$ cat src/rtl/hazard_scoreboard_if.sv
// hazard_scoreboard_if
// Bundles every D/E-stage signal exchanged between the pipeline and the
// hazard unit. The pipeline side uses the master modport. The hazard
// unit uses the slave modport.
//
// Pipeline -> hazard unit:
//   d_valid, d_rs, d_rt, d_rs_tuse, d_rt_tuse, d_rs_use, d_rt_use,
//   d_wen, d_dst, d_tnew, d_md_use, d_rs_rf, d_rt_rf,
//   e_rs_in, e_rt_in, stage_wdata, md_start, md_div
//
// Hazard unit -> pipeline:
//   stall, d_rs_fwd, d_rt_fwd, e_rs_fwd, e_rt_fwd, md_busy
interface hazard_scoreboard_if #(
  parameter int NSTAGE = 3,
  parameter int AW     = 5,
  parameter int DW     = 32,
  parameter int TW     = 2
);
  logic                 d_valid;
  logic [AW-1:0]        d_rs;
  logic [AW-1:0]        d_rt;
  logic [TW-1:0]        d_rs_tuse;
  logic [TW-1:0]        d_rt_tuse;
  logic                 d_rs_use;
  logic                 d_rt_use;
  logic                 d_wen;
  logic [AW-1:0]        d_dst;
  logic [TW-1:0]        d_tnew;
  logic                 d_md_use;
  logic [DW-1:0]        d_rs_rf;
  logic [DW-1:0]        d_rt_rf;
  logic [DW-1:0]        e_rs_in;
  logic [DW-1:0]        e_rt_in;
  logic [NSTAGE*DW-1:0] stage_wdata;
  logic                 md_start;
  logic                 md_div;
  logic                 stall;
  logic [DW-1:0]        d_rs_fwd;
  logic [DW-1:0]        d_rt_fwd;
  logic [DW-1:0]        e_rs_fwd;
  logic [DW-1:0]        e_rt_fwd;
  logic                 md_busy;

  modport master (
    output d_valid, d_rs, d_rt, d_rs_tuse, d_rt_tuse, d_rs_use, d_rt_use,
           d_wen, d_dst, d_tnew, d_md_use, d_rs_rf, d_rt_rf,
           e_rs_in, e_rt_in, stage_wdata, md_start, md_div,
    input  stall, d_rs_fwd, d_rt_fwd, e_rs_fwd, e_rt_fwd, md_busy
  );

  modport slave (
    input  d_valid, d_rs, d_rt, d_rs_tuse, d_rt_tuse, d_rs_use, d_rt_use,
           d_wen, d_dst, d_tnew, d_md_use, d_rs_rf, d_rt_rf,
           e_rs_in, e_rt_in, stage_wdata, md_start, md_div,
    output stall, d_rs_fwd, d_rt_fwd, e_rs_fwd, e_rt_fwd, md_busy
  );
endinterface

$ cat src/rtl/hazard_scoreboard.sv
// hazard_scoreboard
// This is the hazard unit for the in-order MIPS pipeline. A shift-register
// scoreboard tracks the register writes that are in flight across the
// post-decode stages: index 0 is E and index NSTAGE-1 is W. Each entry
// carries a Tnew countdown.
//
// From the scoreboard the unit computes three things:
//   - the D-stage stall
//   - forwarded operands for D
//   - forwarded operands for E
// It also runs the multiply/divide busy counter, and it stalls D-stage
// MDU users while that counter is running.
//
// Ports:
//   clk      rising-edge clock
//   reset_n  synchronous, active-low reset
//   bus      hazard_scoreboard_if.slave, which carries all D/E signals
//            (see the interface file for the list)
module hazard_scoreboard #(
  parameter int NSTAGE  = 3,
  parameter int AW      = 5,
  parameter int DW      = 32,
  parameter int TW      = 2,
  parameter int MUL_LAT = 5,
  parameter int DIV_LAT = 10
) (
  input  logic                clk,
  input  logic                reset_n,
  hazard_scoreboard_if.slave  bus
);

  localparam int MAX_LAT = (MUL_LAT > DIV_LAT) ? MUL_LAT : DIV_LAT;
  localparam int CW      = $clog2(MAX_LAT + 1);

  typedef struct packed {
    logic          hit;
    logic [TW-1:0] tnew;
    logic [DW-1:0] data;
  } match_t;

  // Scoreboard state.
  // Only entry 0's source addresses are ever consulted, so they are kept
  // as a single pair of registers rather than being shifted down the array.
  logic [NSTAGE-1:0]          ent_wen;
  logic [NSTAGE-1:0][AW-1:0]  ent_dst;
  logic [NSTAGE-1:0][TW-1:0]  ent_tnew;
  logic [AW-1:0]              e_src_rs;
  logic [AW-1:0]              e_src_rt;
  logic [CW-1:0]              md_cnt;

  match_t d_rs_m, d_rt_m, e_rs_m, e_rt_m;
  logic   rs_wait, rt_wait, md_block, md_busy_int, stall_int;

  // Youngest-writer search.
  // The loop walks from oldest to youngest, so the last hit wins and
  // older matches are shadowed. The window mask excludes stages that must
  // not be searched; E forwarding, for example, skips entry 0.
  // Register 0 is never matched.
  function automatic match_t find_youngest(
    input logic [AW-1:0]             addr,
    input logic [NSTAGE-1:0]         window,
    input logic [NSTAGE-1:0]         wen,
    input logic [NSTAGE-1:0][AW-1:0] dst,
    input logic [NSTAGE-1:0][TW-1:0] tnew,
    input logic [NSTAGE*DW-1:0]      wdata
  );
    match_t m;
    m = '0;
    if (addr != '0) begin
      for (int s = NSTAGE - 1; s >= 0; s--) begin
        if (window[s] && wen[s] && dst[s] == addr) begin
          m.hit  = 1'b1;
          m.tnew = tnew[s];
          m.data = wdata[s*DW +: DW];
        end
      end
    end
    return m;
  endfunction

  always_comb begin
    d_rs_m = find_youngest(bus.d_rs, {NSTAGE{1'b1}}, ent_wen, ent_dst,
                           ent_tnew, bus.stage_wdata);
    d_rt_m = find_youngest(bus.d_rt, {NSTAGE{1'b1}}, ent_wen, ent_dst,
                           ent_tnew, bus.stage_wdata);
    e_rs_m = find_youngest(e_src_rs, {{(NSTAGE-1){1'b1}}, 1'b0}, ent_wen,
                           ent_dst, ent_tnew, bus.stage_wdata);
    e_rt_m = find_youngest(e_src_rt, {{(NSTAGE-1){1'b1}}, 1'b0}, ent_wen,
                           ent_dst, ent_tnew, bus.stage_wdata);
  end

  // Stall logic.
  // A source stalls D when its producer will not have the value ready
  // by the time D needs it. MDU users also wait for the counter to drain.
  // A bubble in D never stalls.
  assign rs_wait     = bus.d_rs_use && d_rs_m.hit && (d_rs_m.tnew > bus.d_rs_tuse);
  assign rt_wait     = bus.d_rt_use && d_rt_m.hit && (d_rt_m.tnew > bus.d_rt_tuse);
  assign md_busy_int = (md_cnt != '0) || bus.md_start;
  assign md_block    = bus.d_md_use && md_busy_int;
  assign stall_int   = bus.d_valid && (rs_wait || rt_wait || md_block);

  assign bus.stall   = stall_int;
  assign bus.md_busy = md_busy_int;

  // Forwarding.
  // Only a finished result (tnew == 0) is forwarded. A pending result that
  // does not stall D is picked up later by E forwarding.
  assign bus.d_rs_fwd = (bus.d_rs_use && d_rs_m.hit && d_rs_m.tnew == '0) ?
                        d_rs_m.data : bus.d_rs_rf;
  assign bus.d_rt_fwd = (bus.d_rt_use && d_rt_m.hit && d_rt_m.tnew == '0) ?
                        d_rt_m.data : bus.d_rt_rf;
  assign bus.e_rs_fwd = (e_rs_m.hit && e_rs_m.tnew == '0) ? e_rs_m.data : bus.e_rs_in;
  assign bus.e_rt_fwd = (e_rt_m.hit && e_rt_m.tnew == '0) ? e_rt_m.data : bus.e_rt_in;

  // Scoreboard shift.
  // Entries age one stage per cycle with a saturating Tnew countdown.
  // A stalled D injects a bubble into E. The oldest entry falls off
  // the end of the array.
  always_ff @(posedge clk) begin
    if (!reset_n) begin
      ent_wen  <= '0;
      ent_dst  <= '0;
      ent_tnew <= '0;
      e_src_rs <= '0;
      e_src_rt <= '0;
    end else begin
      for (int s = NSTAGE - 1; s > 0; s--) begin
        ent_wen[s]  <= ent_wen[s-1];
        ent_dst[s]  <= ent_dst[s-1];
        ent_tnew[s] <= (ent_tnew[s-1] == '0) ? '0 : ent_tnew[s-1] - TW'(1);
      end
      if (stall_int) begin
        ent_wen[0]  <= 1'b0;
        ent_dst[0]  <= '0;
        ent_tnew[0] <= '0;
        e_src_rs    <= '0;
        e_src_rt    <= '0;
      end else begin
        ent_wen[0]  <= bus.d_wen && bus.d_valid;
        ent_dst[0]  <= bus.d_dst;
        ent_tnew[0] <= bus.d_tnew;
        e_src_rs    <= bus.d_rs;
        e_src_rt    <= bus.d_rt;
      end
    end
  end

  // MDU busy counter.
  // A start pulse loads the counter only when the unit is idle, so a
  // second start during an operation cannot extend the busy window.
  always_ff @(posedge clk) begin
    if (!reset_n) begin
      md_cnt <= '0;
    end else if (bus.md_start && md_cnt == '0) begin
      md_cnt <= bus.md_div ? CW'(DIV_LAT) : CW'(MUL_LAT);
    end else if (md_cnt != '0) begin
      md_cnt <= md_cnt - CW'(1);
    end
  end

endmodule
$ cat src/flat_wrapper.sv
// flat-port wrapper written by rule: the top's interface ports become plain ports
module hazard_scoreboard_flat 
#(
  parameter int NSTAGE  = 3,
  parameter int AW      = 5,
  parameter int DW      = 32,
  parameter int TW      = 2,
  parameter int MUL_LAT = 5,
  parameter int DIV_LAT = 10
)
  (clk, reset_n, bus_d_valid, bus_d_rs, bus_d_rt, bus_d_rs_tuse, bus_d_rt_tuse, bus_d_rs_use, bus_d_rt_use, bus_d_wen, bus_d_dst, bus_d_tnew, bus_d_md_use, bus_d_rs_rf, bus_d_rt_rf, bus_e_rs_in, bus_e_rt_in, bus_stage_wdata, bus_md_start, bus_md_div, bus_stall, bus_d_rs_fwd, bus_d_rt_fwd, bus_e_rs_fwd, bus_e_rt_fwd, bus_md_busy);
  hazard_scoreboard_if #(.NSTAGE(NSTAGE), .AW(AW), .DW(DW), .TW(TW)) bus_i ();
  input  logic clk;
  input  logic reset_n;
  input wire logic [$bits(bus_i.d_valid)-1:0] bus_d_valid;
  input wire logic [$bits(bus_i.d_rs)-1:0] bus_d_rs;
  input wire logic [$bits(bus_i.d_rt)-1:0] bus_d_rt;
  input wire logic [$bits(bus_i.d_rs_tuse)-1:0] bus_d_rs_tuse;
  input wire logic [$bits(bus_i.d_rt_tuse)-1:0] bus_d_rt_tuse;
  input wire logic [$bits(bus_i.d_rs_use)-1:0] bus_d_rs_use;
  input wire logic [$bits(bus_i.d_rt_use)-1:0] bus_d_rt_use;
  input wire logic [$bits(bus_i.d_wen)-1:0] bus_d_wen;
  input wire logic [$bits(bus_i.d_dst)-1:0] bus_d_dst;
  input wire logic [$bits(bus_i.d_tnew)-1:0] bus_d_tnew;
  input wire logic [$bits(bus_i.d_md_use)-1:0] bus_d_md_use;
  input wire logic [$bits(bus_i.d_rs_rf)-1:0] bus_d_rs_rf;
  input wire logic [$bits(bus_i.d_rt_rf)-1:0] bus_d_rt_rf;
  input wire logic [$bits(bus_i.e_rs_in)-1:0] bus_e_rs_in;
  input wire logic [$bits(bus_i.e_rt_in)-1:0] bus_e_rt_in;
  input wire logic [$bits(bus_i.stage_wdata)-1:0] bus_stage_wdata;
  input wire logic [$bits(bus_i.md_start)-1:0] bus_md_start;
  input wire logic [$bits(bus_i.md_div)-1:0] bus_md_div;
  output wire logic [$bits(bus_i.stall)-1:0] bus_stall;
  output wire logic [$bits(bus_i.d_rs_fwd)-1:0] bus_d_rs_fwd;
  output wire logic [$bits(bus_i.d_rt_fwd)-1:0] bus_d_rt_fwd;
  output wire logic [$bits(bus_i.e_rs_fwd)-1:0] bus_e_rs_fwd;
  output wire logic [$bits(bus_i.e_rt_fwd)-1:0] bus_e_rt_fwd;
  output wire logic [$bits(bus_i.md_busy)-1:0] bus_md_busy;
  assign bus_i.d_valid = bus_d_valid;
  assign bus_i.d_rs = bus_d_rs;
  assign bus_i.d_rt = bus_d_rt;
  assign bus_i.d_rs_tuse = bus_d_rs_tuse;
  assign bus_i.d_rt_tuse = bus_d_rt_tuse;
  assign bus_i.d_rs_use = bus_d_rs_use;
  assign bus_i.d_rt_use = bus_d_rt_use;
  assign bus_i.d_wen = bus_d_wen;
  assign bus_i.d_dst = bus_d_dst;
  assign bus_i.d_tnew = bus_d_tnew;
  assign bus_i.d_md_use = bus_d_md_use;
  assign bus_i.d_rs_rf = bus_d_rs_rf;
  assign bus_i.d_rt_rf = bus_d_rt_rf;
  assign bus_i.e_rs_in = bus_e_rs_in;
  assign bus_i.e_rt_in = bus_e_rt_in;
  assign bus_i.stage_wdata = bus_stage_wdata;
  assign bus_i.md_start = bus_md_start;
  assign bus_i.md_div = bus_md_div;
  assign bus_stall = bus_i.stall;
  assign bus_d_rs_fwd = bus_i.d_rs_fwd;
  assign bus_d_rt_fwd = bus_i.d_rt_fwd;
  assign bus_e_rs_fwd = bus_i.e_rs_fwd;
  assign bus_e_rt_fwd = bus_i.e_rt_fwd;
  assign bus_md_busy = bus_i.md_busy;
  hazard_scoreboard #(.NSTAGE(NSTAGE), .AW(AW), .DW(DW), .TW(TW), .MUL_LAT(MUL_LAT), .DIV_LAT(DIV_LAT)) u_core (.clk(clk), .reset_n(reset_n), .bus(bus_i));
endmodule
$ cat config.mk
export PLATFORM = sky130hd
export DESIGN_NAME = hazard_scoreboard_flat
export DESIGN_NICKNAME = d
export VERILOG_FILES = /design/src/rtl/hazard_scoreboard_if.sv /design/src/rtl/hazard_scoreboard.sv /design/src/flat_wrapper.sv
export SDC_FILE = /design/constraint.sdc
export NUM_CORES = 1
export LEC_CHECK = 0
export BUFFER_PORTS_ARGS = -buffer_cell sky130_fd_sc_hd__buf_4
export CAP_MARGIN = 30
export CORE_AREA = 2 2 150 152
export DETAILED_ROUTE_END_ITERATION = 10
export DIE_AREA = 0 0 152 154
export GPL_TIMING_DRIVEN = 0
export SYNTH_ARGS = -nofsm -noshare
export SYNTH_HDL_FRONTEND = slang
export SYNTH_SLANG_ARGS = --single-unit
$ cat constraint.sdc
create_clock -name clk -period 7.4 [get_ports clk]
set_input_delay 1.48 -clock clk [delete_from_list [all_inputs] [get_ports clk]]
set_output_delay 1.48 -clock clk [all_outputs]
set_load 0.01 [all_outputs]
==> impl_metrics.yaml <==
routing:
  drtPass1Iterations: 5
  wl_mm: 30.9
  ant_nets: 0
  drtIter0Drc: 434
  num_vias: 7117
  drc_errors: 0
  wire_per_inst_um: 22.6
  vias_per_cell: 5.21
global_route:
  grt_pass1_vias: 7128
  grt_pass1_wl_mm: 44.7
  overflow: 0
  gr-usage-all-layers_pct: 24.6
  grt_start_max_net_pins: 14
  grt_antenna_before_repair: 5
worst_hold_path:
  min-delay-start: "u_core.ent_tnew[0]"
  whs_path_depth: 1
  min_to: "u_core.ent_tnew[2]"
  hold_path.class: "reg2reg"
timing:
  clock_skew_ns: 0.00307
  tns_ns: 0
  tightest_slew_ns: 0.857
  finalSetupViolCount: 0
  timing.fmax_ghz: 0.163
  drv_slew: 0
  max_slew_margin_pct: 42.9
  min_period_over_period_pct: 82.7
  hold_viol: 0
  rsz0062_at_grt: "no"
  layout_min_cycle_time_ns: 6.12
critical_path:
  cp.required_ns: 5.92
  r2r-end: "u_core.ent_dst[1]"
  crit-reg2reg-launch: "u_core.ent_dst[10]"
  crit_path_end_kind: "output port"
  rrSetupSlack_ns: 3.36
  start_kind: "primary input"
  reg2regPathDepth: 13
  path_max_fanout: 10
  critPathKind: "in2out"
  cp.arrival_ns: 4.64
clock_tree:
  cts.sinks: 38
  cts_setup_buffers: 0
  holdBufCountCts: 0
  ctsLongestPathBuffers: 2
  clk_latency_ns: 0.28
  path_clk_slew_ns: 0.06
  cts_root_buf: "clkbuf_16"
  numCtsBuffers: 5
  htreeDepth: 2
  cts_tree: "yes"
  cts_resized: 0
floorplanning:
  dieArea_mm2: 0.0234
  start_util_pct: 25.9
  fp-row-count: 54
  pin_count: 384
  die_w_um: 152
  core-area_mm2: 0.0217
  die-height_um: 154
placement:
  dpl.hpwl_mm: 25.2
  dpl_cell_area_mm2: 0.00884
  io_buffers: 382
  place.gp.congestion: 0.888
pwr:
  internal-power_uw: 642
  power_density_mw_per_mm2: 102
  swShare_pct: 30.1
  combPwrFrac_pct: 42.7
  power_frac_seq_pct: 27.0
  p_sw_uw: 276
  p_leak_nw: 3.96
  ir_drop_uv: 140
  p_clk_share_pct: 30.3
finish:
  nets: 1345
  fillers: 2253
  area_delta_synth_final_pct: 61.1
  final_cell_mix: "384 x buf_4, 66 x mux2_2, 64 x a22o_1"
  drive_above_1_share_pct: 44.6
  layout_commonest_cell: "buf_4"
  fin_area_mm2: 0.00904
logic_synthesis:
  synth_async_sr_flop_share_pct: 0
  netlist_area_mm2: 0.00561
  ys_seq_area_share_pct: 13.6
  avgSynthCellArea_um2: 8.11
  dominantRegCellSynth: "dfxtp_1"
  synth_edf_count: 0
  syn-num-nets: 954
  synth_cells: 692
  synth_warnings: 0
  synth_cell_types: 50
  ys_seq_elements: 38
status:
  status: "completed"
job:
  maxCapViolCount: 0
-- power by group through the flow --
stage          Clock (mW)  Sequential, mW  Combinational (mW)
6_report            0.279           0.248               0.392
3_3_place_gp            0           0.251               0.386
4_1_cts             0.282           0.247               0.393
2_1_floorplan           0           0.246               0.172
5_1_grt             0.291           0.251               0.426
3_5_place_dp            0           0.252               0.391
-- registers in the layout, summed over array words and instances (netlist names) --
signal and flops:
u_core.ent_dst 15, u_core.ent_tnew 6, u_core.e_src_rs 5, u_core.e_src_rt 5, u_core.md_cnt 4, u_core.ent_wen 3
-- synth_stat cells (3+ instances only) --
cell,n,area share [%]
buf_2,15,1.3
nor3_1,5,0.45
dfxtp_1,38,14
inv_1,34,2.3
xnor2_1,27,4.2
and2_1,31,3.5
a221oi_1,10,1.6
nand4_1,4,0.45
nor4_1,5,0.56
nand3_1,4,0.36
xor2_1,24,3.7
buf_6,3,0.60
nor2_1,24,1.6
o211ai_1,25,3.3
mux2i_1,24,4.3
mux2_2,66,13
a22o_1,64,10
nand2_1,51,3.4
clkbuf_1,41,2.7
a221o_1,25,4.5
o21ai_0,44,3.9
ha_1,8,1.8
and3_1,6,0.67
a21oi_1,4,0.36
a22oi_1,34,4.6
mux2_1,39,7.8
buf_1,7,0.47
-- critical path, stage by stage --
cell and delay, ns:
buf_4 0.14, xnor2_1 0.13, nand4_1 0.17, a311oi_2 0.74
clkbuf_1 0.50, a221oi_1 0.15, a211oi_1 0.21, ha_1 0.28
a211oi_1 0.29, o31ai_1 0.13, o211ai_1 0.13, and2_1 0.16
buf_4 0.11
-- routing by layer --
| metal | up-vias | part of all wire [%] | track usage [%] | routed length [um] |
|---|---|---|---|---|
| met4 | 4 | 1.9 | 5.30 | 590 |
| li1 | 3395 | - | - | - |
| met5 | - | 0.084 | 0 | 26 |
| met2 | 301 | 49 | 42.4 | 15100 |
| met1 | 3379 | 43 | 31.8 | 13200 |
| met3 | 38 | 6.2 | 4.88 | 1910 |
-- cell families (layout without fill, tap and decap cells) --
| logic type | count (synthesis) | count (layout) | synth area share, % |
|---|---|---|---|
| AOI/OAI and AO/OA | 227 | 227 | 31.8 |
| and+or+nand+nor | 137 | 137 | 11.9 |
| muxes | 129 | 129 | 25.4 |
| buffers and inverters | 102 | 494 | 7.70 |
| xor gates and xnor gates | 51 | 51 | 7.96 |
| DFF | 38 | 38 | 13.6 |
| adders and majority gates | 8 | 8 | 1.78 |
| other | 0 | 3 | 0 |
-- cell type report --
type	instances	area, um2	share of cell area (%)
diodes	3	7.51	0.0831
flip-flops and latches	38	761	8.42
clock buffers	5	125	1.38
multi-input cells	552	4420	48.9
well taps	280	350	3.88
plain buffers	68	304	3.36
inverters	34	128	1.41
repair buffers	384	2880	31.8
clock inverters	3	68.8	0.761
-- worst max path at each step --
stage | startpoint | endpoint | depth (start not counted)
after floorplan | bus_d_rt[1] | bus_stall | 12
after global placement | bus_d_rt[0] | bus_stall | 13
after detailed placement | bus_d_rt[0] | bus_stall | 13
after CTS | bus_d_rt[0] | bus_stall | 13
after global routing | bus_d_rs[2] | bus_stall | 13
final | bus_d_rt[0] | bus_stall | 13
-- stage by stage --
step / worst slack, ns / std cells / hold slack (ns) / total power [mW] / utilization, %
floorplan: 2.09 / 692 / 0.392 / 0.418 / -
global placement: 1.17 / 1354 / 0.415 / 0.637 / 40.7
detailed placement: 1.26 / 1356 / 0.411 / 0.643 / 40.7
CTS: 1.28 / 1364 / 0.419 / 0.922 / 41.6
global route: 1.07 / 1366 / 0.445 / 0.968 / 41.7
finish: 1.28 / 1367 / 0.424 / 0.918 / 41.7
Note: power is estimated with default switching activity, not from simulation.
